File: config.mk
export PLATFORM = sky130hd
export DESIGN_NAME = mips_multicycle_ctrl
export DESIGN_NICKNAME = d
export VERILOG_FILES = /design/src/rtl/mips_multicycle_ctrl.sv
export SDC_FILE = /design/constraint.sdc
export NUM_CORES = 1
export LEC_CHECK = 0
export BUFFER_PORTS_ARGS = -buffer_cell sky130_fd_sc_hd__buf_2
export CAP_MARGIN = 20
export CORE_MARGIN = 5
export CORE_UTILIZATION = 40
export DETAILED_ROUTE_END_ITERATION = 10
export GPL_ROUTABILITY_DRIVEN = 0
export GPL_TIMING_DRIVEN = 0
export PLACE_DENSITY = 0.84
export RECOVER_POWER = 25
export SYNTH_ARGS = -nofsm -noshare
export SYNTH_HDL_FRONTEND = slang
export SYNTH_SLANG_ARGS = --single-unit
File: constraint.sdc
create_clock -name clk -period 1.4 [get_ports clk]
set_input_delay 0.14 -clock clk [delete_from_list [all_inputs] [get_ports clk]]
set_output_delay 0.14 -clock clk [all_outputs]
set_load 0.05 [all_outputs]
File: src/rtl/mips_multicycle_ctrl.sv
// Multicycle control unit for the Soc_Mips core.
//
// A Moore state machine sequences the shared ALU, register file, memory port and PC through
// fetch, decode, execute, memory and writeback. It also detects illegal opcodes, signed overflow
// on add/sub/addi, and misaligned lw/sw addresses, and records the cause.
//
// Ports:
//   clk, rst          clock, synchronous active-high reset
//   Opcode, Funct     IR fields [31:26] and [5:0]
//   Zero, Overflow    ALU flags (combinational from the current ALU operation)
//   AddrLo            ALUResult[1:0], the computed memory address
//   MemReady          memory port completes the current access this cycle
//   PCWrite .. CauseWrite, ALUSrcB, ALUOp, PCSource   datapath strobes and selects
//   ExceptionCause    registered cause of the most recent exception
//   State             current state encoding, for debug
module mips_multicycle_ctrl (
    input  logic       clk,
    input  logic       rst,
    input  logic [5:0] Opcode,
    input  logic [5:0] Funct,
    input  logic       Zero,
    input  logic       Overflow,
    input  logic [1:0] AddrLo,
    input  logic       MemReady,
    output logic       PCWrite,
    output logic       PCWriteCond,
    output logic       IRWrite,
    output logic       MemRead,
    output logic       MemWrite,
    output logic       IorD,
    output logic       RegWrite,
    output logic       RegDst,
    output logic       MemtoReg,
    output logic       ALUSrcA,
    output logic       EPCWrite,
    output logic       CauseWrite,
    output logic [1:0] ALUSrcB,
    output logic [1:0] ALUOp,
    output logic [1:0] PCSource,
    output logic [2:0] ExceptionCause,
    output logic [3:0] State
);

    localparam logic [2:0] EXC_ILLEGAL = 3'b001;
    localparam logic [2:0] EXC_OVF     = 3'b010;
    localparam logic [2:0] EXC_ALIGN   = 3'b011;

    localparam logic [5:0] OpRtype = 6'b000000;
    localparam logic [5:0] OpLw    = 6'b100011;
    localparam logic [5:0] OpSw    = 6'b101011;
    localparam logic [5:0] OpBeq   = 6'b000100;
    localparam logic [5:0] OpAddi  = 6'b001000;
    localparam logic [5:0] OpJ     = 6'b000010;

    localparam logic [5:0] FnAdd   = 6'b100000;
    localparam logic [5:0] FnSub   = 6'b100010;

    typedef enum logic [3:0] {
        StFetch  = 4'd0,
        StDecode = 4'd1,
        StMemAdr = 4'd2,
        StMemRd  = 4'd3,
        StMemWb  = 4'd4,
        StMemWr  = 4'd5,
        StExec   = 4'd6,
        StAluWb  = 4'd7,
        StBranch = 4'd8,
        StAddiEx = 4'd9,
        StAddiWb = 4'd10,
        StJump   = 4'd11,
        StExc    = 4'd12
    } state_e;

    state_e     state_q, state_d;
    logic [2:0] cause_q, cause_d;

    // Zero only qualifies PCWriteCond inside the datapath; the controller never looks at it.
    logic unused_zero;
    assign unused_zero = Zero;

    always_ff @(posedge clk) begin
        if (rst) begin
            state_q <= StFetch;
            cause_q <= 3'b000;
        end else begin
            state_q <= state_d;
            cause_q <= cause_d;
        end
    end

    // Next state. The cause register only loads on a transition into EXC.
    always_comb begin
        state_d = state_q;
        cause_d = cause_q;
        case (state_q)
            StFetch:  if (MemReady) state_d = StDecode;
            StDecode: begin
                case (Opcode)
                    OpRtype:    state_d = StExec;
                    OpLw, OpSw: state_d = StMemAdr;
                    OpBeq:      state_d = StBranch;
                    OpAddi:     state_d = StAddiEx;
                    OpJ:        state_d = StJump;
                    default: begin
                        state_d = StExc;
                        cause_d = EXC_ILLEGAL;
                    end
                endcase
            end
            StMemAdr: begin
                if (AddrLo != 2'b00) begin
                    state_d = StExc;
                    cause_d = EXC_ALIGN;
                end else if (Opcode == OpLw) begin
                    state_d = StMemRd;
                end else begin
                    state_d = StMemWr;
                end
            end
            StMemRd:  if (MemReady) state_d = StMemWb;
            StMemWb:  state_d = StFetch;
            StMemWr:  if (MemReady) state_d = StFetch;
            StExec: begin
                // Only the trapping forms trap; addu/subu ignore Overflow.
                if (Overflow && (Funct == FnAdd || Funct == FnSub)) begin
                    state_d = StExc;
                    cause_d = EXC_OVF;
                end else begin
                    state_d = StAluWb;
                end
            end
            StAluWb:  state_d = StFetch;
            StBranch: state_d = StFetch;
            StAddiEx: begin
                if (Overflow) begin
                    state_d = StExc;
                    cause_d = EXC_OVF;
                end else begin
                    state_d = StAddiWb;
                end
            end
            StAddiWb: state_d = StFetch;
            StJump:   state_d = StFetch;
            StExc:    state_d = StFetch;
            default:  state_d = StFetch;
        endcase
    end

    // Outputs decoded from the current state.
    always_comb begin
        PCWrite     = 1'b0;
        PCWriteCond = 1'b0;
        IRWrite     = 1'b0;
        MemRead     = 1'b0;
        MemWrite    = 1'b0;
        IorD        = 1'b0;
        RegWrite    = 1'b0;
        RegDst      = 1'b0;
        MemtoReg    = 1'b0;
        ALUSrcA     = 1'b0;
        EPCWrite    = 1'b0;
        CauseWrite  = 1'b0;
        ALUSrcB     = 2'b00;
        ALUOp       = 2'b00;
        PCSource    = 2'b00;
        case (state_q)
            StFetch: begin
                MemRead = 1'b1;
                ALUSrcB = 2'b01;
                IRWrite = MemReady;
                PCWrite = MemReady;
            end
            StDecode: ALUSrcB = 2'b11;
            StMemAdr: begin
                ALUSrcA = 1'b1;
                ALUSrcB = 2'b10;
            end
            StMemRd: begin
                MemRead = 1'b1;
                IorD    = 1'b1;
            end
            StMemWb: begin
                RegWrite = 1'b1;
                MemtoReg = 1'b1;
            end
            StMemWr: begin
                MemWrite = 1'b1;
                IorD     = 1'b1;
            end
            StExec: begin
                ALUSrcA = 1'b1;
                ALUOp   = 2'b10;
            end
            StAluWb: begin
                RegWrite = 1'b1;
                RegDst   = 1'b1;
            end
            StBranch: begin
                ALUSrcA     = 1'b1;
                ALUOp       = 2'b01;
                PCSource    = 2'b01;
                PCWriteCond = 1'b1;
            end
            StAddiEx: begin
                ALUSrcA = 1'b1;
                ALUSrcB = 2'b10;
            end
            StAddiWb: RegWrite = 1'b1;
            StJump: begin
                PCWrite  = 1'b1;
                PCSource = 2'b10;
            end
            StExc: begin
                EPCWrite   = 1'b1;
                CauseWrite = 1'b1;
                PCWrite    = 1'b1;
                PCSource   = 2'b11;
            end
            default: ;
        endcase
        // Reset aborts any in-flight instruction: no architectural write may escape.
        if (rst) begin
            PCWrite     = 1'b0;
            PCWriteCond = 1'b0;
            IRWrite     = 1'b0;
            MemWrite    = 1'b0;
            RegWrite    = 1'b0;
            EPCWrite    = 1'b0;
            CauseWrite  = 1'b0;
        end
    end

    assign State          = state_q;
    assign ExceptionCause = cause_q;

endmodule

* Word level (Yosys, flattened, before mapping) *
Index checks and enable logic that the tools add are counted.

word-level totals
  register bits after elaboration = 7
  input bits = 19
  output and inout port bits = 25

operators by class
  equality and inequality tests = 26
  mux-type cells = 34
  reductions and logical operators = 16

operator list
  kind                  number
  $pmux W4 S7           1
  $eq A6 B6 Y1 const B  4
  $eq A4 B4 Y1 const B  5
  $mux W4               5
  $pmux W4 S5           1
  $mux W3               6
  $eq A4 B3 Y1 const B  4
  $mux W1               16
  $ne A2 B2 Y1 const B  7
  $pmux W2 S3           2
  $pmux W3 S4           1
  $reduce_or A2 Y1      5
  $eq A4 B2 Y1 const B  2
  $eq A6 B2 Y1 const B  1
  $eq A6 B3 Y1 const B  1
  $eq A6 B4 Y1 const B  1
  $logic_not A6 Y1      1
  $reduce_or A6 Y1      1
  $reduce_and A5 Y1     1
  $eq A4 B1 Y1 const B  1
  $logic_not A4 Y1      1
  $pmux W2 S2           1
  $reduce_bool A4 Y1    1
  $reduce_or A4 Y1      1
  other kinds (6)       6

* Depth between registers and ports, before layout *
  word-level depth = 5
  mapped depth = 6

* Least setup slack after synthesis *
OpenSTA, ideal clock, no wires.

  kind = register to output
  start point = register state_q[2] (netlist: State[2])
  end point = output EPCWrite
  arrival time = 2954 ps
  data required time = 1260 ps
  path slack = -1694 ps
  stages on the path, launching flop included = 5
  buffers on the path = 2
  cells stage by stage = dfxtp_1 -> buf_6 -> inv_1 -> nor4_1 -> buf_4

on the way
  cells in the longest elaborated chain, start to end = 3

ends and longest elaborated chain
  item                      line  source
  start: declaration        74    state_e state_q, state_d;
  start signal: assignment  83    state_q <= StFetch;
  start signal: assignment  86    state_q <= state_d;
  $eq A4 B4 Y1              n/a
  $mux W1 (2 in a row)      n/a
  end: declaration          35    output logic EPCWrite,

No other way between the ends.

* Final worst setup path *
  start point = register state_q[3] (netlist: State[3])
  end point = register cause_q[0] (netlist: ExceptionCause[0])

on the way
  cells in the longest elaborated chain, start to end = 3

ends and longest elaborated chain
  item                                                                        line  source
  $eq A4 B3 Y1, or another cell as far along                                  95    case (state_q)
  $reduce_bool A4 Y1 (no source line) / $ne A2 B2 Y1 (equally long branches)  n/a
  $reduce_and A5 Y1 (no source line)                                          n/a
  end signal: assignment                                                      87    cause_q <= cause_d;
  end: declaration                                                            75    logic [2:0] cause_q, cause_d;

Several ways; a longest one is shown, not always the timed one.
A chain may end at the register's enable or synchronous reset.

==> results.toml <==
[sta]
rsz0062_at_grt = "yes"
timing.setup.tns_ps = -5420
timing.clock.skew_ps = 9.95
finalCritPeriodShare_pct = 138
timing.max_slew.rel_slack_pct = 45.9
hold_viol = 0
final_period_minus_worst_setup_slack_ps = 1930
finalWorstSetupSlack_ps = -534
final.hold.worst_slack_ps = 202
maxClockFrequency_ghz = 0.517
max_slew.worst_pin.slew_ps = 811
finalSetupViolCount = 23
slew_viol_final = 0

[synthesis]
synth_ff_type = "sky130_fd_sc_hd__dfxtp_1"
synth_simple_gate_area_share_pct = 43.6
synth_fp_nets = 143
synth_fa_ha_area_share_pct = 1.22
synth_largest_area_cell = "sky130_fd_sc_hd__dfxtp_1"
count_of_yosys_warnings_during_synthesis = 0
synth_area_per_cell_sq_um = 6.64
syn_inst = 124
area_fraction_in_compound_gates_after_synthesis_pct = 26.1
post_synth_xor_area_fraction_pct = 3.19
dominant_combinational_cell_family_by_area_after_synthesis = "simple AND/OR/NAND/NOR gates"
yosys.cell_types.count = 40
synthesis.area_sq_um = 823
synth_top_cell_area_share_pct = 14.6
synth_enable_flop_cells = 0
synth-seq-cells = 6
multiplexer_share_of_the_synthesized_area_pct = 0
synth_seq_area_share_pct = 14.6
ys_top_cells_by_area = "sky130_fd_sc_hd__dfxtp_1, sky130_fd_sc_hd__nor2_1, sky130_fd_sc_hd__nand2_1, sky130_fd_sc_hd__nor3_1, sky130_fd_sc_hd__o21ai_0"
async_s_r_ff_share_synth_pct = 0

[placement]
place_inst = 190
preCtsSetupSlack_ps = -191
buffer_ports.inserted = 39
hpwl_mm = 2.21
dpl_cell_area_sq_um = 1250

[setup_path]
worst_path_largest_cell_delay_ps = 540
timing.rr.start = "State[3]"
timing.critical_path.fanout_max = 8
timing.setup.critical_path_class = "flop to flop"
slowest_stage = "sky130_fd_sc_hd__o21ai_0"
endpoint = "ExceptionCause[0]"
cp-start-kind = "flop"
setup.reg_to_reg.worst_slack_ps = -530
r2r-end = "ExceptionCause[0]"
timing.critical_path.arrival_ps = 2050
crit_path_end_kind = "flop"
cp.required_ps = 1510
worst_r2r_path_depth = 6
startpoint = "State[3]"
timing.critical_path.cells = "buf_12, nand2b_4, o21ai_0, nand2_1, a21oi_1, a311oi_1"

[global_routing]
number_of_global_route_vias_before_repair = 1175
grt.overflow.total = 0
track_usage_pct = 24.3
grt_start_max_net_pins = 11
grt_pass1_wl_mm = 5.96
antenna_found_initial = 0

[pwr]
powerDensity_nw_per_um2 = 1080
p_leak_nw = 0.787
p_total_mw = 2.04
vdd_drop_max_mv = 0.839

[cts]
clk_pin_slew_worst_paths_ps = 70
clock_tree.htree_level_count = 1
cts_root_buf = "sky130_fd_sc_hd__clkbuf_4"
cts_hold_buffers = 0
clk-insertion-delay-late_ps = 290
cts_inserted_buffers = 3
cts_num_sinks = 6
max-clock-path-buffers = 2
clock_tree_from_tritoncts = "done"

[route]
dr_total_vias = 1572
number_of_remaining_drc_errors = 0
route.detailed.wl_per_inst_microns = 29.5
detailedRoute.firstPassIterationCount = 5
wl_mm = 6.52
vias_per_cell = 7.11
drtIter0Drc = 166
detail-route-antenna-nets = 0

[die]
die_height_microns = 55.4
floorplan.io_pins = 44
floorplan.rows = 16
fp.coreArea_sq_um = 1960
die_width_microns = 55.4
dieArea_sq_um = 3070
floorplan.initialDensity_pct = 42.0

[cells_and_area]
post-route-cell-area_sq_um = 1890
layout.cells.most_common = "sky130_fd_sc_hd__buf_6"
final_cell_count_no_fill = 221
antennaDiodeCount = 0
layout-drive-gt1-share_pct = 64.9
num-nets-final = 214
final_cell_mix = "sky130_fd_sc_hd__buf_6, sky130_fd_sc_hd__buf_2, sky130_fd_sc_hd__buf_4, sky130_fd_sc_hd__nor2_1, sky130_fd_sc_hd__nand2_1"
synthToLayoutAreaGrowth_pct = 130
util_after_layout_pct = 96.5

[hold_path]
hold_class = "input pin to flop"

[run]
max_cap_viol_count = 0

[run_status]
violations = "negative setup slack"
result_of_the_run = "finished with violations"
==> critical path: cells and delay by family (launching register included) <==
kind | cells | cell delay [ps]
AO/OA/AOI/OAI | 3 | 840
buffers and inverters | 1 | 150
flip-flops | 1 | 360
AND/OR/NAND/NOR | 2 | 410
==> what timing repair did <==
| action | 4_1_cts | 5_1_grt |
|---|---|---|
| setup buffers | 10 | 14 |
| gates resized for setup | 56 | 41 |
| pin swaps | 10 | 16 |
| gates cloned | 2 | 1 |
| setup endpoints to repair | 21 | 23 |
==> routing by layer <==
metal | track usage [%] | up-vias | wire length, microns
met3 | 4.43 | 75 | 942
met2 | 42.1 | 208 | 2810
li1 | - | 586 | -
met4 | 12.5 | 0 | 674
met5 | 0 | - | 0
met1 | 28.2 | 703 | 2090
==> Yosys cell counts, types with 2 or more instances <==
library cell	instances
sky130_fd_sc_hd__a21oi_1	7
sky130_fd_sc_hd__a311oi_1	2
sky130_fd_sc_hd__a31oi_1	2
sky130_fd_sc_hd__and3_1	2
sky130_fd_sc_hd__buf_2	2
sky130_fd_sc_hd__buf_4	2
sky130_fd_sc_hd__buf_6	3
sky130_fd_sc_hd__clkbuf_1	4
sky130_fd_sc_hd__dfxtp_1	6
sky130_fd_sc_hd__inv_1	4
sky130_fd_sc_hd__nand2_1	13
sky130_fd_sc_hd__nand2b_1	5
sky130_fd_sc_hd__nand3_1	3
sky130_fd_sc_hd__nor2_1	18
sky130_fd_sc_hd__nor2b_1	4
sky130_fd_sc_hd__nor3_1	8
sky130_fd_sc_hd__nor3b_1	2
sky130_fd_sc_hd__nor4_1	3
sky130_fd_sc_hd__o21ai_0	8
sky130_fd_sc_hd__o22ai_1	5
sky130_fd_sc_hd__xor2_1	2
==> sequential cells by signal, indices dropped and copies added, names as in the netlist <==
name	flops
ExceptionCause	2
State	4
==> worst min-delay path by stage <==
| stage | cells after the start | slack [ps] | startpoint | endpoint |
|---|---|---|---|---|
| 2_1_floorplan | 2 | 280 | Overflow | State[2] |
| 3_3_place_gp | 3 | 450 | Overflow | State[2] |
| 3_5_place_dp | 3 | 450 | Overflow | State[2] |
| 4_1_cts | 3 | 200 | Overflow | State[2] |
| 5_1_grt | 3 | 220 | Overflow | State[2] |
| 6_report | 3 | 200 | Overflow | State[2] |
==> power by group <==
part	internal, mW	switching [mW]
Combinational	0.648	0.922
Sequential	0.203	0.0462
Clock	0.111	0.108
Total	0.962	1.08
==> layout make-up <==
cell class / count / area (sq um)
fill: 41 / 68.8
clock buffer: 4 / 26.3
multi-input combinational: 103 / 897
tap: 27 / 33.8
timing repair buffer: 66 / 599
inverter: 4 / 18.8
sequential: 6 / 135
buffer: 11 / 183
==> cells by family after synthesis <==
logic type,count (synthesis)
XOR/XNOR,3
AND/OR/NAND/NOR,66
AO/OA/AOI/OAI,32
buffers and inverters,15
other,1
adder cells (fa/ha/maj),1
flip-flops,6
Power figures use the tool's default switching activity.
